### src/rtl/shift_rotate_seq.sv
// shift_rotate_seq: sequential N-bit rotate/shift unit, one bit position per clock.
// An accepted START captures DIN/AMT/DIR/MODE. The unit then spends AMT cycles in SHIFT.
// It reports completion with a one-cycle DONE in FIN.
// Optional feature macro: SHIFT_ROTATE_CARRY_EN. When it is defined, the CARRY output
// holds the last bit shifted or rotated out of the working register.
module shift_rotate_seq #(
   parameter int N  = 8,
   parameter int AW = $clog2(N)
) (
   input  logic          CLK,
   input  logic          N_RESET,
   input  logic          START,
   input  logic [N-1:0]  DIN,
   input  logic [AW-1:0] AMT,
   input  logic          DIR,
   input  logic [1:0]    MODE,
   output logic          BUSY,
   output logic          DONE,
   output logic [N-1:0]  DOUT
`ifdef SHIFT_ROTATE_CARRY_EN
   ,
   output logic          CARRY
`endif
);

   localparam logic [1:0] ST_IDLE  = 2'b00;
   localparam logic [1:0] ST_SHIFT = 2'b01;
   localparam logic [1:0] ST_FIN   = 2'b10;

   localparam logic [1:0] MODE_ROT = 2'b00;
   localparam logic [1:0] MODE_LSH = 2'b01;
   localparam logic [1:0] MODE_ASH = 2'b10;

   localparam logic [AW-1:0] CNT_ZERO = '0;
   localparam logic [AW-1:0] CNT_ONE  = AW'(1);

   // One 1-bit step: returns {bit_shifted_out, new_word}.
   // MODE 11 is treated as a rotate. An arithmetic left shift is identical to a logical left shift.
   function automatic logic [N:0] step_f(input logic [N-1:0] r,
                                         input logic         dir,
                                         input logic [1:0]   mode);
      logic [N:0] res;
      res = {1'b0, r};
      if (dir) begin
         case (mode)
            MODE_LSH: res = {r[0], 1'b0,   r[N-1:1]};
            MODE_ASH: res = {r[0], r[N-1], r[N-1:1]};
            default:  res = {r[0], r[0],   r[N-1:1]};
         endcase
      end else begin
         case (mode)
            MODE_LSH: res = {r[N-1], r[N-2:0], 1'b0};
            MODE_ASH: res = {r[N-1], r[N-2:0], 1'b0};
            default:  res = {r[N-1], r[N-2:0], r[N-1]};
         endcase
      end
      return res;
   endfunction

   logic [1:0]    state_q, state_d;
   logic [N-1:0]  data_q,  data_d;
   logic [AW-1:0] cnt_q,   cnt_d;
   logic          dir_q,   dir_d;
   logic [1:0]    mode_q,  mode_d;
   logic          carry_q, carry_d;
   logic [N:0]    step_s;

   assign step_s = step_f(data_q, dir_q, mode_q);

   // Next-state and datapath update for the IDLE/SHIFT/FIN sequence.
   always_comb begin
      state_d = state_q;
      data_d  = data_q;
      cnt_d   = cnt_q;
      dir_d   = dir_q;
      mode_d  = mode_q;
      carry_d = carry_q;
      case (state_q)
         ST_IDLE: begin
            if (START) begin
               data_d  = DIN;
               cnt_d   = AMT;
               dir_d   = DIR;
               mode_d  = MODE;
               carry_d = 1'b0;
               if (AMT != CNT_ZERO) begin
                  state_d = ST_SHIFT;
               end else begin
                  state_d = ST_FIN;
               end
            end else begin
               state_d = ST_IDLE;
            end
         end
         ST_SHIFT: begin
            data_d  = step_s[N-1:0];
            carry_d = step_s[N];
            cnt_d   = cnt_q - CNT_ONE;
            if (cnt_q == CNT_ONE) begin
               state_d = ST_FIN;
            end else begin
               state_d = ST_SHIFT;
            end
         end
         ST_FIN: begin
            state_d = ST_IDLE;
         end
         default: begin
            state_d = ST_IDLE;
         end
      endcase
   end

   // State and datapath registers with synchronous active-low reset.
   always_ff @(posedge CLK) begin
      if (!N_RESET) begin
         state_q <= ST_IDLE;
         data_q  <= '0;
         cnt_q   <= '0;
         dir_q   <= 1'b0;
         mode_q  <= 2'b00;
         carry_q <= 1'b0;
      end else begin
         state_q <= state_d;
         data_q  <= data_d;
         cnt_q   <= cnt_d;
         dir_q   <= dir_d;
         mode_q  <= mode_d;
         carry_q <= carry_d;
      end
   end

   assign BUSY = (state_q != ST_IDLE);
   assign DONE = (state_q == ST_FIN);
   assign DOUT = data_q;

`ifdef SHIFT_ROTATE_CARRY_EN
   assign CARRY = carry_q;
`else
   logic unused_carry_s;
   assign unused_carry_s = carry_q;
`endif

endmodule

### config.mk
export PLATFORM = sky130hd
export DESIGN_NAME = shift_rotate_seq
export DESIGN_NICKNAME = d
export VERILOG_FILES = /design/src/rtl/shift_rotate_seq.sv
export SDC_FILE = /design/constraint.sdc
export NUM_CORES = 1
export LEC_CHECK = 0
export CORE_MARGIN = 1.5
export CORE_UTILIZATION = 45
export CTS_CLUSTER_SIZE = 25
export DETAILED_ROUTE_END_ITERATION = 10
export GPL_TIMING_DRIVEN = 1
export PLACE_DENSITY_LB_ADDON = 0.25
export SLEW_MARGIN = 30
export SYNTH_ARGS = -nofsm -noshare
export SYNTH_HDL_FRONTEND = slang
export SYNTH_SLANG_ARGS = --single-unit
### constraint.sdc
create_clock -name CLK -period 1.4 [get_ports CLK]
set_clock_uncertainty 0.05 [all_clocks]
set_input_delay 0.42 -clock CLK [delete_from_list [all_inputs] [get_ports CLK]]
set_output_delay 0.42 -clock CLK [all_outputs]
set_load 0.03 [all_outputs]
* Word-level counts from Yosys, hierarchy flattened
Index checks and enable logic that the tools add are counted.
** Cells by class
- Add/subtract/negate cells :: 1
- Eq/ne operators :: 7
- Muxes and demuxes :: 11
- Reductions and logical operators :: 8
** Operator list (number)
- case mux 8 bit (2 select lines) :: 2
- two-way mux 8 bit :: 2
- two-way mux 2 bit :: 3
- case mux 3 bit (2 select lines) :: 1
- equality test 2 x 1 -> 1 bit (second input constant) :: 2
- equality test 2 bit (second input constant) :: 2
- case mux 2 bit (2 select lines) :: 1
- AND reduction 2 bit :: 2
- nonzero test 2 bit :: 2
- equality test 3 x 1 -> 1 bit (second input constant) :: 1
- two-way mux 3 bit :: 1
- != test 3 bit (second input constant) :: 1
- AND reduction 3 bit :: 1
- nonzero test 3 bit :: 1
- subtractor 3 x 1 -> 3 bit (second input constant) :: 1
- zero test 2 bit :: 1
- != test 2 bit (second input constant) :: 1
- OR reduction 2 bit :: 1
- two-way mux 1 bit :: 1
** Storage, ports and cells
- Register bits :: 16
- Input port bits :: 17
- Output and inout port bits :: 10
- Word-level logic and storage cells :: 33

* Depth between registers and ports, before layout
Gate-level depths: netlist of the first run.
- Word-level depth :: 5
- Gate-level depth with buffers :: 5
- Mapped depth without buffers :: 5

* Least setup slack after synthesis of the first run
Ideal clock, no wire load.
- Path kind :: register to output
- Start :: reg state_q[1]
- End :: out DONE
- Data arrival time :: 0.918 ns
- Required time :: 0.930 ns
- Slack :: 0.012 ns
- Stages on the path, launching flop included :: 3
- Buffers on the path :: 1
- Path through :: dfxtp_1 -> buf_2 -> nor2b_1
** Between the ends
- Cells in the longest elaborated chain, start to end :: 1
** RTL lines
- start: declaration :: line 60 : logic [1:0] state_q, state_d;
- start signal: assignment :: line 124 : state_q <= state_d;
- equality test 2 bit :: line 134 : assign DONE = (state_q == ST_FIN);
- end: declaration :: line 18 : output logic DONE,
Every way passes these cells.

* Worst setup path in the final report of the first run
- Start :: reg state_q[1]
- End :: out BUSY
** Between the ends
- Cells in the longest elaborated chain, start to end :: 1
** RTL lines
- nonzero test 2 bit :: line 133 : assign BUSY = (state_q != ST_IDLE);
- end: declaration :: line 17 : output logic BUSY,
Every way passes these cells.

==> flow_metrics.tcl, run 1 <==
set metrics [dict create \
    via_count 964 \
    yosys_warnings 0 \
    first_pass_iters 4 \
    clkTransAtPathRegs_ns 0.10 \
    p_leak_nw 0.553 \
    syn2layout_area_growth_pct 52.2 \
    die_height_um 47.8 \
    holdWs_ns 0.437 \
    cts_buffer_depth 2 \
    drv_slew 0 \
    timing.critical_path.to_type "output port" \
    crit_path_top_delay_cell "dfxtp_4" \
    fp.coreArea_um2 1920 \
    hold_start "mode_q[1]" \
    cts-root-buf "clkbuf_4" \
    status "complete, but fails checks" \
    grt_use_total_pct 22.4 \
    power_density_nw_per_um2 946 \
    r2r_slack_ns 0.01 \
    final_net_count 169 \
    synth_top_area_share_pct 35.5 \
    arrival_ns 1.01 \
    vdd_drop_max_mv 0.542 \
    power_switching_mw 0.451 \
    grt_first_pass_wirelength_um 3620 \
    worst-path-buf-inv 1 \
    syn_nets 132 \
    cts_tree "done" \
    internal_power_mw 0.847 \
    worstSetupPathType "reg -> out" \
    setup_slack_ns -0.0843 \
    max_clock_freq_ghz 0.674 \
    crit_chain "or2_4 -> buf_6" \
    wl_um 2370 \
    diodes 0 \
    final.min_clock_period_ns 1.48 \
    ff2ff_path_depth 5 \
    whs_path_depth 2 \
    stdcell_area_um2 1370 \
    place.gp.congestion 0.785 \
    post-route-util_pct 71.4 \
    die_x_um 47.8 \
    num_rows 16 \
    dr.first_iter.drc_count 10 \
    fin_crit_sh_pct 106 \
    dieArea_um2 2280 \
    drc 0 \
    seq_power_share_pct 43.3 \
    grt_max_degree 19 \
    crit_required_ns 0.93 \
    path_delay_family "flip-flops" \
    clkPwrFrac_pct 18.7 \
    rsz0062_at_grt "true" \
    tightest_slew_ns 0.346 \
    hold_viol_final 0 \
    path_max_fanout 3 \
    maxCapViolations 0 \
    viasPerCell 5.57 \
    netlist_instances 111 \
    min_path_type "reg -> reg" \
    antenna_found_initial 0 \
    io_buffer_count 26 \
    drive_gt1_share_pct 31.5 \
    grt_pass1_vias 811 \
    routedWlPerCell_um 13.7 \
    syn-cell-area_um2 902 \
    dp.final_hpwl_um 1630 \
    sw_frac_of_total_pct 34.7 \
    reg2reg_to "DOUT[0]" \
    numCtsBuffers 3 \
    relSlewSlack_pct 76.9 \
    dp_slack_ns -0.404 \
    violations "setup timing" \
    min_to "mode_q[1]" \
    finalSetupViolCount 2 \
    crit_path_start_kind "register" \
    grt.overflow.total 0 \
    timing.rr.start "state_q[0]" \
    yosysTopAreaCell "dfxtp_1" \
    nFillCells 160 \
    tns_ns -0.164 \
    ctsHtreeMaxLevel 1 \
    clk_latency_ns 0.28 \
    ys_seq_area_share_pct 35.5 \
    combPwrFrac_pct 38.0 \
    ant_nets 0 \
    synth_area_leaders "dfxtp_1 (36%), a211oi_1 (8.3%), nor2b_1 (6.9%)" \
    slowest_delay_ns 0.36 \
    cts_num_sinks 16 \
    ys_ff_latch 16 \
    syn_area_per_cell_um2 8.13 \
    initial_utilization_pct 46.9 \
    yosysUniqueCellTypes 27 \
    dpl-instance-area_um2 1200 \
    ioPinCount 27 \
]
logic make-up (layout without fill, tap and decap cells):
group	after synthesis	count (layout)	share of synthesized area [%]
AND/OR/NAND/NOR	43	43	25.8
AO/OA/AOI/OAI	34	34	26.2
flip-flops	16	16	35.5
buffers and inverters	14	49	6.93
adder cells (fa/ha/maj)	4	4	5.55
registers in the layout (all words and copies together) (netlist names):
name	cells
state_q	2
DOUT	8
dir_q	1
mode_q	2
cnt_q	3
power groups by stage:
| stage | logic, mW | registers, mW | clock network, mW |
|---|---|---|---|
| finish | 0.494 | 0.562 | 0.242 |
| global route | 0.535 | 0.569 | 0.274 |
| CTS | 0.473 | 0.559 | 0.243 |
| detailed placement | 0.405 | 0.576 | 0 |
| global placement | 0.397 | 0.574 | 0 |
| floorplan | 0.205 | 0.607 | 0 |
tightest hold or removal path, stage by stage (launching register included):
cell	delay, ns
dfxtp_1	0.33
nand2_1	0.06
a21oi_1	0.06
worst max-delay path by stage:
stage / from / endpoint / slack [ns] / depth (start not counted)
after floorplan: state_q[1] / DONE / 0.01 / 2
after global placement: START / cnt_q[2] / -0.40 / 4
after detailed placement: START / cnt_q[2] / -0.40 / 4
after CTS: state_q[0] / BUSY / -0.09 / 2
after global routing: state_q[0] / DONE / -0.14 / 3
final: state_q[1] / BUSY / -0.08 / 2
layer usage:
metal | vias to the layer above | GRT usage, % | part of all wire, %
met4 | 0 | 6.49 | 0.89
met3 | 4 | 2.26 | 3.5
met2 | 25 | 36.8 | 50
li1 | 470 | - | -
met5 | - | 0 | 0
met1 | 465 | 31.1 | 45
synth_stat cells:
library cell  count
clkbuf_1          1
nand2_2           1
a21oi_1           8
nor2b_1          10
a211oi_1         10
clkbuf_2          1
nand2b_1          4
or2_2             1
nor2_1            7
a32oi_1           1
dfxtp_1          16
buf_4             1
or3b_1            1
a311oi_1          1
o21bai_2          1
o21ba_2           1
nor3b_1           2
nand3b_1          2
nor3_1            2
inv_1             7
ha_1              4
o221ai_1          2
o31ai_1           6
o21ai_0           4
buf_2             4
nand3_1           7
nand2_1           6
layout by cell type, fill, tap and decap left out, types with 3 or more instances in the layout:
| master | count |
|---|---|
| a211oi_1 | 9 |
| a21oi_1 | 6 |
| buf_4 | 20 |
| buf_6 | 3 |
| clkbuf_4 | 3 |
| clkdlybuf4s50_1 | 14 |
| dfxtp_1 | 13 |
| ha_1 | 4 |
| inv_1 | 7 |
| nand2_1 | 6 |
| nand2b_1 | 3 |
| nand3_1 | 7 |
| nor2_1 | 7 |
| nor2b_1 | 9 |
| o21ai_0 | 3 |
| o31ai_1 | 3 |
what timing repair did:
item,CTS,global route
hold buffers,0,0
cloned,0,0
setup buffers,4,0
pin swaps,2,2
hold endpoints to repair,0,0
setup endpoints to repair,13,14
gates resized for setup,20,11
area by class of cell:
| type | instances | area (um2) | share of cell area, % |
|---|---|---|---|
| sequential | 16 | 329 | 24.0 |
| tap | 27 | 33.8 | 2.46 |
| timing repair buffer | 39 | 345 | 25.2 |
| multi-input combinational | 81 | 616 | 44.8 |
| inverter | 7 | 26.3 | 1.91 |
| clock buffer | 3 | 22.5 | 1.64 |
metrics by stage:
stage | cells | total power, mW
after floorplan | 111 | 0.812
after detailed placement | 166 | 0.981
final | 173 | 1.30
after CTS | 173 | 1.28
after global routing | 173 | 1.38
after global placement | 166 | 0.971
Power figures use the tool's default switching activity.
==> run 2: changes to the inputs <==
- CTS_CLUSTER_DIAMETER: unset -> 50
==> results of run 2 <==
No change in the layout: final DEF, timing and power equal those of run 1.
